File: config.mk
export PLATFORM = sky130hd
export DESIGN_NAME = boruss_fetch
export DESIGN_NICKNAME = d
export VERILOG_FILES = /design/src/rtl/boruss_pkg.sv /design/src/rtl/boruss_fetch.sv
export SDC_FILE = /design/constraint.sdc
export NUM_CORES = 1
export LEC_CHECK = 0
export CAP_MARGIN = 10
export CORE_MARGIN = 5
export CORE_UTILIZATION = 50
export CTS_BUF_LIST = sky130_fd_sc_hd__clkbuf_4 sky130_fd_sc_hd__clkbuf_8 sky130_fd_sc_hd__clkbuf_16
export CTS_CLUSTER_DIAMETER = 200
export DETAILED_ROUTE_END_ITERATION = 10
export DONT_BUFFER_PORTS = 1
export PLACE_DENSITY = 0.68
export SLEW_MARGIN = 30
export SYNTH_ARGS = -nofsm -noshare
export SYNTH_HDL_FRONTEND = slang
export SYNTH_SLANG_ARGS = --single-unit
export TNS_END_PERCENT = 1
File: constraint.sdc
create_clock -name clk -period 1.9 [get_ports clk]
set_clock_uncertainty 0.2 [all_clocks]
set_input_delay 0.38 -clock clk [delete_from_list [all_inputs] [get_ports clk]]
set_output_delay 0.38 -clock clk [all_outputs]
set_load 0.05 [all_outputs]
File: src/rtl/boruss_pkg.sv
// Shared Boruss definitions: opcode constants, fetch states and the
// instruction length decoder reused by fetch and decode.
package boruss_pkg;

  localparam logic [7:0] OP_LOAD_IMM = 8'h01;
  localparam logic [7:0] OP_SHL      = 8'h60;
  localparam logic [7:0] OP_JMP      = 8'h80;
  localparam logic [2:0] JMP_CLASS   = 3'b100;

  typedef enum logic {
    OPCODE,
    OPERAND
  } fetch_state_e;

  // Two-byte instructions carry an immediate: LOAD_IMM and the jump class.
  function automatic logic is_two_byte(input logic [7:0] opcode);
    return (opcode == OP_LOAD_IMM) || (opcode[7:5] == JMP_CLASS);
  endfunction

endpackage

File: src/rtl/boruss_fetch.sv
// Boruss instruction fetch: walks the PC over the program ROM, assembles 1/2-byte
// instructions for decode. Define BORUSS_FETCH_JMP_FOLD_EN to fold JMP in fetch.
module boruss_fetch
  import boruss_pkg::*;
#(
  parameter logic [7:0] RESET_PC = 8'h00
) (
  input  logic       clk,
  input  logic       reset,
  output logic [7:0] rom_address,
  input  logic [7:0] rom_data,
  output logic       instr_valid,
  input  logic       instr_ready,
  output logic [7:0] instr_opcode,
  output logic [7:0] instr_operand,
  output logic [7:0] instr_pc,
  input  logic       redirect_valid,
  input  logic [7:0] redirect_addr
);

  fetch_state_e state_q, state_d;
  logic [7:0]   pc_q, pc_d;
  logic         valid_q, valid_d;
  logic [7:0]   opcode_q, opcode_d;
  logic [7:0]   operand_q, operand_d;
  logic [7:0]   ipc_q, ipc_d;
  logic [7:0]   pend_op_q, pend_op_d;
  logic [7:0]   pend_pc_q, pend_pc_d;
  logic         advance;

  assign advance = !valid_q || instr_ready;

  always_comb begin
    state_d   = state_q;
    pc_d      = pc_q;
    valid_d   = valid_q;
    opcode_d  = opcode_q;
    operand_d = operand_q;
    ipc_d     = ipc_q;
    pend_op_d = pend_op_q;
    pend_pc_d = pend_pc_q;

    if (redirect_valid) begin
      pc_d    = redirect_addr;
      state_d = OPCODE;
      valid_d = 1'b0;
    end else if (advance) begin
      // Any held instruction is consumed here; valid is re-set only if one completes.
      valid_d = 1'b0;
      pc_d    = pc_q + 8'd1;
      case (state_q)
        OPCODE: begin
          if (is_two_byte(rom_data)) begin
            pend_op_d = rom_data;
            pend_pc_d = pc_q;
            state_d   = OPERAND;
          end else begin
            opcode_d  = rom_data;
            operand_d = 8'h00;
            ipc_d     = pc_q;
            valid_d   = 1'b1;
          end
        end
        OPERAND: begin
          state_d = OPCODE;
`ifdef BORUSS_FETCH_JMP_FOLD_EN
          if (pend_op_q == OP_JMP) begin
            pc_d = rom_data;
          end else begin
            opcode_d  = pend_op_q;
            operand_d = rom_data;
            ipc_d     = pend_pc_q;
            valid_d   = 1'b1;
          end
`else
          opcode_d  = pend_op_q;
          operand_d = rom_data;
          ipc_d     = pend_pc_q;
          valid_d   = 1'b1;
`endif
        end
        default: state_d = OPCODE;
      endcase
    end
  end

  always_ff @(posedge clk) begin
    if (reset) begin
      state_q   <= OPCODE;
      pc_q      <= RESET_PC;
      valid_q   <= 1'b0;
      opcode_q  <= 8'h00;
      operand_q <= 8'h00;
      ipc_q     <= 8'h00;
      pend_op_q <= 8'h00;
      pend_pc_q <= 8'h00;
    end else begin
      state_q   <= state_d;
      pc_q      <= pc_d;
      valid_q   <= valid_d;
      opcode_q  <= opcode_d;
      operand_q <= operand_d;
      ipc_q     <= ipc_d;
      pend_op_q <= pend_op_d;
      pend_pc_q <= pend_pc_d;
    end
  end

  assign rom_address   = pc_q;
  assign instr_valid   = valid_q;
  assign instr_opcode  = opcode_q;
  assign instr_operand = operand_q;
  assign instr_pc      = ipc_q;

endmodule

Yosys cells after proc, flatten, opt, wreduce, memory -nomap -nowiden
Index checks and enable logic that the tools add are counted.
Word-level totals
  register bits after elaboration: 50
  output and inout bits: 33
  word-level logic and storage cells: 33
Cells by class
  $add $sub $neg: 1
  equal/unequal tests: 3
  mux-type cells: 12
  bitwise logic cells: 2
  reductions and logical operators: 7
Operators by type and width (number)
  8-bit one-hot mux with 2 select lines: 3
  8-bit two-way mux: 5
  8-bit by 1-bit adder with 8-bit output (second input constant): 1
  8-bit by 1-bit == test with 1-bit output (second input constant): 1
  1-bit one-hot mux with 2 select lines: 2
  4-bit AND reduction: 1
  3-bit == test (second input constant): 1
  3-bit AND reduction: 1
  1-bit logical OR: 2
  1-bit two-way mux: 2
  2-bit != test (second input constant): 1
  1-bit inverter: 2
  2-bit nonzero test: 1
  2-bit OR reduction: 1
  1-bit logical NOT: 1

Logic depth before layout (Yosys ltp)
Gate-level depths: netlist of run 1.
  depth in word-level cells: 4
  mapped depth: 7
  depth with buffers taken out: 5

Worst setup path after synthesis of run 1
OpenSTA, ideal clock, no wires.
  kind: register to register
  start point: reg valid_q, in the netlist instr_valid
  end point: reg pend_pc_q[5]
  setup time: 0.072 ns
  arrival time: 1.729 ns
  data required time: 1.628 ns
  slack: -0.101 ns
  cell stages (with the launch flop): 8
  path buffers: 3
  period minus slack after synthesis: 2.001 ns
  cells stage by stage: dfxtp_1 nand2b_1 clkbuf_1 nand3_1 o21ba_2 buf_4 buf_6 mux2i_1
Between the ends
  word-level cells in the longest chain between the ends: 3
Ends and longest elaborated chain
  from (decl): line boruss_fetch.sv:23  | logic valid_q, valid_d;
  from (signal assigned): line boruss_fetch.sv:100  | valid_q <= valid_d;
  1-bit logical NOT: line boruss_fetch.sv:31  | assign advance = !valid_q || instr_ready;
  1-bit logical OR: line boruss_fetch.sv:31
  4-bit AND reduction (no source line)
  to (signal assigned): line boruss_fetch.sv:105  | pend_pc_q <= pend_pc_d;
  to (decl): line boruss_fetch.sv:28  | logic [7:0] pend_pc_q, pend_pc_d;
Every way passes these cells.
A chain may end at the register's enable or synchronous reset.

Worst setup path after layout of run 1
  start point: reg state_q
  end point: reg ipc_q[1], in the netlist instr_pc[1]
Between the ends
  word-level cells in the longest chain between the ends: 3
  elaborated cells between the ends (all ways): 4
  those cells by class: eq/ne (1); mux (1); bitwise (1); reduce/logical (1)
Ends and longest elaborated chain
  from (decl): line boruss_fetch.sv:21  | fetch_state_e state_q, state_d;
  from (signal assigned): line boruss_fetch.sv:98  | state_q <= state_d;
  1-bit inverter
  2-bit != test (no source line)
  3-bit AND reduction (no source line)
  to (signal assigned): line boruss_fetch.sv:103  | ipc_q <= ipc_d;
  to (decl): line boruss_fetch.sv:26  | logic [7:0] ipc_q, ipc_d;
Parallel ways exist; a longest one is shown, timed or not.

==> flow_metrics.py, run 1 <==
metrics = {
    "run_status": {
        "outcome": "complete, no violations",
    },
    "flow_run": {
        "maxCapViolCount": 0,
    },
    "timing": {
        "report.final.setup_viol": 0,
        "finalCritPeriodShare": 0.973,
        "period_needed_ns": 1.85,
        "hold_slack_ns": 0.00543,
        "timing.fmax_ghz": 0.541,
        "drv_slew": 0,
        "hold_viol_final": 0,
        "slew_headroom": 0.486,
        "rsz0062_at_grt": "true",
        "tightest_slew_ns": 0.769,
    },
    "clocking": {
        "clockBufferDepth": 2,
        "path_clk_slew_ns": 0.09,
        "post_cts_buffers": 0,
        "cts_max_level": 2,
        "worstSkewPairLatency_ns": 0.31,
        "tritoncts": "done",
        "cts_buffers": 5,
        "clock_sinks": 50,
        "cts_root_buffer": "clkbuf_8",
    },
    "critical_path": {
        "crit_end": "instr_pc[1]",
        "critical_path.top_delay_family": "simple AND/OR/NAND/NOR gates",
        "cpPeakStageDelay_ns": 0.54,
        "reg2reg_depth": 5,
        "timing.critical_path.buf_inv": 1,
        "crit_path_end_kind": "register",
        "cp.arrival_ns": 1.88,
        "worstPathCellList": "or4_4, o21ai_2, or2_1, buf_12, mux2i_1",
        "slowest_stage": "or4_4",
        "cp_max_fo": 16,
        "timing_worst_setup_path_type": "reg2reg",
        "cp-start-kind": "register",
        "rrSetupSlack_ns": 0.05,
        "crit_cells": 5,
        "worstSetupStartpoint": "state_q",
        "cp.required_ns": 1.94,
        "r2r_end": "instr_pc[1]",
        "timing.rr.start": "state_q",
    },
    "floorplan": {
        "core_area_mm2": 0.00466,
        "dieWidth_um": 78.9,
        "ios": 53,
        "rows": 25,
        "dieHeight_um": 78.9,
        "start_util": 0.509,
        "die_area_mm2": 0.00622,
    },
    "place": {
        "io_buffers": 0,
        "dp.cells": 328,
        "gp_congestion": 0.781,
        "dpl.hpwl_um": 3570,
    },
    "synth": {
        "synthCells": 275,
        "yosysSeqAreaShare": 0.422,
        "synth_edf_count": 0,
        "synth_top_family_by_area": "simple AND/OR/NAND/NOR gates",
        "synth_compound_area_frac": 0.0728,
        "avgSynthCellArea_um2": 8.63,
        "synthAdderAreaFrac": 0.00527,
        "synthMuxAreaShare": 0.203,
        "ys.flop_type": "dfxtp_1",
        "synthXorXnorAreaFrac": 0.0222,
        "synth-simple-area-share": 0.220,
        "syn-num-nets": 296,
        "synth_seq_cells": 50,
        "syn_area_mm2": 0.00237,
        "yosys_warnings": 0,
        "synth_cell_types": 33,
        "synthArstFlopShare": 0,
    },
    "drt": {
        "routed_wl_um": 5220,
        "viasPerCell": 5.47,
        "vias": 1848,
        "postRouteAntennaNets": 0,
        "drt_iter0_drc": 119,
        "first_pass_iters": 4,
        "drcViolationCount": 0,
        "wl_per_cell_um": 15.4,
    },
    "global_route": {
        "grt_pass1_vias": 1719,
        "grt_pass1_wl_um": 8490,
        "antenna_found_initial": 0,
        "grt_max_degree": 59,
        "grt_overflow": 0,
        "grt_usage": 0.170,
    },
    "pwr": {
        "p_total_w": 0.00212,
        "worst_ir_drop_vdd_uv": 426,
        "p_int_w": 0.00150,
        "switching_share": 0.295,
        "p_seq_frac": 0.565,
        "clockPowerShare": 0.302,
        "p_per_area_mw_per_mm2": 806,
        "p_sw_w": 0.000627,
        "combPwrFrac": 0.132,
        "leakagePower_nw": 1.02,
    },
    "final_layout": {
        "antenna_cells": 0,
        "area_growth_pct": 11.1,
        "regArea_mm2": 0.00100,
        "stdcell_count": 338,
        "fin_nets": 304,
        "fillCellCount": 429,
        "multi_input_area_mm2": 0.00125,
        "final_core_util": 0.565,
        "drive_gt1_frac": 0.180,
    },
    "min_path": {
        "hp-class": "in2reg",
    },
}
-- registers in the layout, indices dropped and copies added (netlist names) --
register       count
pend_pc_q          8
instr_pc           8
instr_opcode       8
instr_operand      8
rom_address        8
instr_valid        1
pend_op_q          8
state_q            1
-- layer usage --
layer	vias up	track usage	wire length, um
met2	48	0.252	2390
met4	0	0.0464	57
li1	952	-	-
met1	842	0.236	2380
met5	-	0	0
met3	6	0.0556	388
-- cells in the final DEF (no fill, tap or decap), types with 2 or more instances in the layout --
| cell | count |
|---|---|
| nor3_1 | 9 |
| or4b_1 | 2 |
| mux2_2 | 16 |
| buf_12 | 3 |
| mux2i_1 | 30 |
| nand2_1 | 81 |
| nor2_1 | 8 |
| buf_4 | 17 |
| xor2_1 | 5 |
| and3_1 | 3 |
| nor3b_1 | 2 |
| nand2b_1 | 2 |
| nand3_1 | 3 |
| dfxtp_1 | 48 |
| a21oi_1 | 18 |
| clkbuf_8 | 6 |
| dfxtp_2 | 2 |
| a211oi_1 | 6 |
| nand4_1 | 5 |
| dlygate4sd3_1 | 2 |
-- cell type report --
class	instances	share of cell area
Sequential cell	50	0.381
Timing Repair Buffer	22	0.0788
Clock inverter	2	0.00475
Multi-Input combinational cell	202	0.476
Tap cell	54	0.0256
Inverter	2	0.00285
Clock buffer	6	0.0313
-- power by group through the flow --
stage / clock (W) / sequential [W] / combinational [W]
5_1_grt: 0.000706 / 0.00121 / 0.000306
6_report: 0.000642 / 0.00120 / 0.000281
4_1_cts: 0.000665 / 0.00120 / 0.000281
3_3_place_gp: 0 / 0.00122 / 0.000267
3_5_place_dp: 0 / 0.00123 / 0.000269
2_1_floorplan: 0 / 0.00126 / 0.000170
-- worst min path at each step --
stage / from / end / slack [ns] / cells after the start
4_1_cts: rom_data[4] / pend_op_q[4] / 0.001 / 2
3_3_place_gp: pend_pc_q[5] / pend_pc_q[5] / 0.24 / 2
3_5_place_dp: pend_pc_q[7] / pend_pc_q[7] / 0.25 / 2
6_report: rom_data[4] / pend_op_q[4] / 0.005 / 2
5_1_grt: rom_data[3] / pend_op_q[3] / 0.001 / 2
2_1_floorplan: pend_op_q[0] / pend_op_q[0] / 0.23 / 2
-- cell families after synthesis --
| family | after synthesis |
|---|---|
| buffers and inverters | 23 |
| and+or+nand+nor | 120 |
| DFF | 50 |
| xor gates and xnor gates | 6 |
| AOI/OAI and AO/OA | 29 |
| adders and majority gates | 1 |
| muxes | 46 |
-- through the flow --
stage          area, um^2  setup WS (ns)  TNS (ns)
2_1_floorplan        2370       -0.00500   -0.0518
6_report             2640         0.0515         0
5_1_grt              2640        -0.0312   -0.0581
3_5_place_dp         2510        -0.0865    -0.850
3_3_place_gp         2510        -0.0153    -0.191
4_1_cts              2620         0.0325         0
-- Yosys cell counts (2+ instances only) --
library cell  count  area [um^2]
and3_1            3         18.8
nand2b_1          2         12.5
nand3_1           3         15.0
buf_6             3         33.8
or4b_1            2         20.0
nor3b_1           2         15.0
mux2_2           16          180
clkbuf_1         15         56.3
a211oi_1          6         45.0
nor2_1            8         30.0
xor2_1            5         43.8
dfxtp_1          50         1000
nand4_1           5         31.3
mux2i_1          30          300
nor3_1           10         50.1
nand2_1          81          304
a21oi_1          18         90.1
-- repair_timing --
item / 4_1_cts / 5_1_grt
gates resized for setup: 0 / 4
hold buffers: 2 / 0
hold endpoints to repair: 20 / 0
setup endpoints to repair: 0 / 29
Power figures use the tool's default switching activity.
==> run 2, diff against run 1 <==
- REMOVE_ABC_BUFFERS: not set -> 1
==> run 2 against run 1 <==
  * Cell count rose by 1.2%
  * Combinational power rose by 3%
  * Sequential power barely moved
  * Setup slack improved by 0.052 ns
  * Register-to-register slack improved by 0.05 ns
  * Fmax rose by 2.9%
  * Power rose by 0.29%
  * Non-clock buffer count rose by 4
  * First-iteration DRC count rose by 1.7%
  * Final area rose by 1.7%
  * Utilization rose by 0.94 points
  * Highest routed layer unchanged
==> flow_metrics.py, run 2 (same netlist as run 1, synthesis figures left out) <==
metrics = {
    "run_status": {
        "outcome": "complete, no violations",
    },
    "final_layout": {
        "layout_commonest_cell": "nand2_1",
        "mostFrequentLayoutCells": "nand2_1, dfxtp_1, mux2i_1",
        "fin_nets": 308,
        "multi_input_area_mm2": 0.00125,
        "antenna_cells": 0,
        "regArea_mm2": 0.00100,
        "final_core_util": 0.575,
        "area_growth_pct": 12.9,
        "drive_gt1_frac": 0.188,
        "fillCellCount": 424,
    },
    "global_route": {
        "grt_pass1_vias": 1781,
        "grt_pass1_wl_um": 9080,
        "grt_usage": 0.184,
        "antenna_found_initial": 0,
        "grt_overflow": 0,
        "grt_max_degree": 25,
    },
    "clocking": {
        "worstSkewPairLatency_ns": 0.29,
        "cts_buffers": 5,
        "clockBufferDepth": 2,
        "clock_sinks": 50,
        "tritoncts": "done",
        "cts_root_buffer": "clkbuf_8",
        "path_clk_slew_ns": 0.09,
        "cts_max_level": 2,
    },
    "critical_path": {
        "worstPathCellList": "or4_1, o21ai_2, or2_4, buf_12, mux2i_1",
        "reg2reg_depth": 5,
        "cp_max_fo": 12,
        "slowest_stage": "or4_1",
        "cp.required_ns": 1.92,
        "timing.rr.start": "state_q",
        "critical_path.top_delay_family": "simple AND/OR/NAND/NOR gates",
        "r2r_end": "instr_pc[4]",
        "timing.critical_path.buf_inv": 1,
        "cp-start-kind": "register",
        "rrSetupSlack_ns": 0.10,
        "cpPeakStageDelay_ns": 0.53,
        "crit_path_end_kind": "register",
        "cp.arrival_ns": 1.82,
        "timing_worst_setup_path_type": "reg2reg",
    },
    "min_path": {
        "hp-class": "in2reg",
        "hold_depth": 2,
        "hold_end": "rom_address[0]",
        "hold_start": "redirect_valid",
    },
    "drt": {
        "viasPerCell": 5.54,
        "first_pass_iters": 4,
        "drt_iter0_drc": 121,
        "wl_per_cell_um": 15.5,
        "postRouteAntennaNets": 0,
        "vias": 1894,
        "routed_wl_um": 5300,
        "drcViolationCount": 0,
    },
    "pwr": {
        "worst_ir_drop_vdd_uv": 442,
        "p_per_area_mw_per_mm2": 795,
        "leakagePower_nw": 1.05,
    },
    "timing": {
        "timing.fmax_ghz": 0.557,
        "rsz0062_at_grt": "false",
        "slew_headroom": 0.459,
        "hold_viol_final": 0,
        "tightest_slew_ns": 0.809,
        "fin_tns_setup_ns": 0,
        "report.final.setup_viol": 0,
        "period_needed_ns": 1.80,
        "finalCritPeriodShare": 0.946,
        "drv_slew": 0,
    },
    "floorplan": {
        "dieHeight_um": 78.9,
        "rows": 25,
        "start_util": 0.509,
        "dieWidth_um": 78.9,
        "die_area_mm2": 0.00622,
        "core_area_mm2": 0.00466,
        "ios": 53,
    },
    "flow_run": {
        "maxCapViolCount": 0,
    },
    "place": {
        "dpl.hpwl_um": 3810,
        "gp_congestion": 0.794,
        "io_buffers": 0,
    },
}
==> run 2: changes by cell type in the layout (fill, tap and decap cells not counted) <==
cell        before  now
buf_12           3    4
buf_4           17   19
buf_6            0    1
clkbuf_4         0    1
clkinvlp_4       1    0
dfxtp_1         48   49
dfxtp_2          2    1
or2_1            1    0
or2_4            0    1
or4_1            0    1
or4_4            1    0
==> run 2: worst max path at each step <==
stage                start              end  slack (ns)  cells after the start
2_1_floorplan      state_q  instr_opcode[0]       -0.79                      4
5_1_grt            state_q      instr_pc[3]        0.01                      5
3_5_place_dp   rom_data[1]     pend_pc_q[5]       -0.08                      6
6_report           state_q      instr_pc[4]        0.10                      5
3_3_place_gp   rom_data[1]     pend_pc_q[2]       -0.03                      6
4_1_cts            state_q      instr_pc[4]        0.05                      5
==> run 2: cell type report <==
type | instances | share of cell area
clock buffers | 7 | 0.0336
inverters | 2 | 0.00280
multi-input cells | 202 | 0.468
repair buffers | 26 | 0.0948
clock inverters | 1 | 0.00187
flip-flops and latches | 50 | 0.374
well taps | 54 | 0.0252
==> run 2: report_power, final <==
group	internal (W)	switching, W	total, W
sequential	0.00109	0.000112	0.00120
clock	0.000309	0.000331	0.000640
combinational	0.000122	0.000167	0.000290
==> run 2: metal layers <==
metal,vias up,track usage,part of all wire,wire (um)
met2,39,0.285,0.45,2370
met1,884,0.250,0.48,2570
met5,-,0,0,0
li1,964,-,-,-
met4,0,0.0533,0.016,85
met3,7,0.0533,0.052,274
==> run 2: timing repair <==
| action | 4_1_cts | 5_1_grt |
|---|---|---|
| hold buffers | 2 | 0 |
| hold endpoints to repair | 20 | 0 |
| resized for setup | 0 | 5 |
| setup endpoints to repair | 0 | 28 |
| buffers inserted | 0 | 0 |
==> run 2: through the flow <==
stage	power [W]	setup slack, ns	cells	hold slack, ns	area [um^2]
after global routing	0.00223	0.0141	342	0.00966	2680
after global placement	0.00150	-0.0319	332	0.239	2550
after detailed placement	0.00150	-0.0767	332	0.244	2550
final	0.00213	0.103	342	0.0243	2680
after floorplan	0.00141	-0.793	254	0.231	2250
after CTS	0.00215	0.0480	342	0.0155	2660
==> run 3, diff against run 2 <==
- RECOVER_POWER: not set -> 50
==> run 3 against run 2 <==
  * Sequential cell count unchanged
  * Hold slack improved by 0.00083 ns
  * Critical path type unchanged
  * Fmax is essentially flat
==> flow_metrics.py, run 3 (same netlist as run 1, synthesis figures left out) <==
metrics = {
    "pwr": {
        "p_int_w": 0.00151,
        "leakagePower_nw": 1.04,
        "p_per_area_mw_per_mm2": 799,
        "clockPowerShare": 0.302,
        "worst_ir_drop_vdd_uv": 438,
        "p_total_w": 0.00212,
        "combPwrFrac": 0.132,
        "switching_share": 0.287,
        "p_sw_w": 0.000609,
        "p_seq_frac": 0.566,
    },
    "global_route": {
        "grt_overflow": 0,
        "antenna_found_initial": 0,
        "grt_pass1_wl_um": 9080,
        "grt_max_degree": 25,
        "grt_pass1_vias": 1781,
        "grt_usage": 0.184,
    },
    "drt": {
        "drcViolationCount": 0,
        "drt_iter0_drc": 131,
        "wl_per_cell_um": 15.6,
        "routed_wl_um": 5320,
        "viasPerCell": 5.53,
        "first_pass_iters": 4,
        "vias": 1890,
        "postRouteAntennaNets": 0,
    },
    "clocking": {
        "cts_buffers": 5,
        "path_clk_slew_ns": 0.09,
        "cts_max_level": 2,
        "clock_sinks": 50,
        "worstSkewPairLatency_ns": 0.29,
        "clockBufferDepth": 2,
        "cts_root_buffer": "clkbuf_8",
        "tritoncts": "done",
    },
    "floorplan": {
        "rows": 25,
        "dieWidth_um": 78.9,
        "ios": 53,
        "start_util": 0.509,
        "dieHeight_um": 78.9,
        "core_area_mm2": 0.00466,
        "die_area_mm2": 0.00622,
    },
    "place": {
        "dp_slack_ns": -0.0767,
        "gp_congestion": 0.794,
        "dpl_cell_area_mm2": 0.00255,
        "dpl.hpwl_um": 3810,
        "io_buffers": 0,
    },
    "timing": {
        "timing.fmax_ghz": 0.557,
        "fin_tns_setup_ns": 0,
        "rsz0062_at_grt": "false",
        "timing.final.ws_setup_ns": 0.103,
        "slew_headroom": 0.466,
        "drv_slew": 0,
        "finalCritPeriodShare": 0.946,
        "period_needed_ns": 1.80,
        "report.final.setup_viol": 0,
        "hold_viol_final": 0,
        "tightest_slew_ns": 0.798,
    },
    "critical_path": {
        "cp.arrival_ns": 1.82,
        "cp_max_fo": 12,
        "crit_path_end_kind": "register",
        "timing.rr.start": "state_q",
        "cp.required_ns": 1.92,
        "cp-start-kind": "register",
        "reg2reg_depth": 5,
        "worstSetupStartpoint": "state_q",
        "crit_end": "instr_pc[4]",
        "rrSetupSlack_ns": 0.10,
        "timing_worst_setup_path_type": "reg2reg",
        "r2r_end": "instr_pc[4]",
    },
    "final_layout": {
        "layout_commonest_cell": "nand2_1",
        "antenna_cells": 0,
        "drive_gt1_frac": 0.188,
        "fin_nets": 308,
        "final_core_util": 0.569,
        "fin_area_mm2": 0.00265,
        "area_growth_pct": 11.9,
        "mostFrequentLayoutCells": "nand2_1, dfxtp_1, mux2i_1",
    },
    "min_path": {
        "hp-class": "in2reg",
    },
    "run_status": {
        "outcome": "complete, no violations",
    },
    "flow_run": {
        "maxCapViolCount": 0,
    },
}
==> run 3: cell count changes in the layout (fill, tap and decap cells not counted), sizes merged <==
cell / before / now
buf: 24 / 14
clkbuf: 7 / 17
==> run 3: layout make-up <==
type,count,area (um^2)
clock buffer,7,90.1
clock inverter,1,5.00
fill,431,2010
inverter,2,7.51
multi-input combinational,202,1250
sequential,50,1000
tap,54,67.6
timing repair buffer,26,229
==> run 3: what timing repair did <==
action	CTS	global route
hold buffers	2	0
setup endpoints to repair	0	28
buffers inserted	0	0
endpoints found under the hold margin	20	0
resized for setup	0	5
==> run 3: power by group through the flow <==
stage	Sequential, W	Clock (W)	Combinational [W]
after floorplan	0.00127	0	0.000138
after global routing	0.00121	0.000706	0.000308
after detailed placement	0.00123	0	0.000276
after CTS	0.00120	0.000657	0.000288
final	0.00120	0.000639	0.000281
after global placement	0.00123	0	0.000272
==> run 3: how the worst min path moves through the flow <==
stage	slack [ns]	start	cells past startpoint	end
after floorplan	0.23	pend_op_q[0]	2	pend_op_q[0]
after global placement	0.24	pend_pc_q[1]	2	pend_pc_q[1]
after detailed placement	0.24	pend_pc_q[6]	2	pend_pc_q[6]
after CTS	0.02	rom_data[1]	2	pend_op_q[1]
after global routing	0.01	rom_data[7]	2	pend_op_q[7]
final	0.03	rom_data[3]	2	pend_op_q[3]
==> run 3: metal layers <==
metal	up-vias	wire, um	GRT usage
li1	961	-	-
met1	887	2560	0.250
met2	35	2400	0.285
met3	7	277	0.0533
met4	0	84	0.0533
met5	-	0	0
==> run 3: metrics by stage <==
stage,hold WS (ns),instances
final,0.0251,342
after floorplan,0.231,254
after global placement,0.239,332
after detailed placement,0.244,332
after global routing,0.00966,342
after CTS,0.0155,342
==> run 3: critical path: stages, from the launching register on <==
cell and delay, ns:
dfxtp_2 0.35, or4_1 0.53, o21ai_2 0.14, or2_4 0.16, buf_12 0.15, mux2i_1 0.19
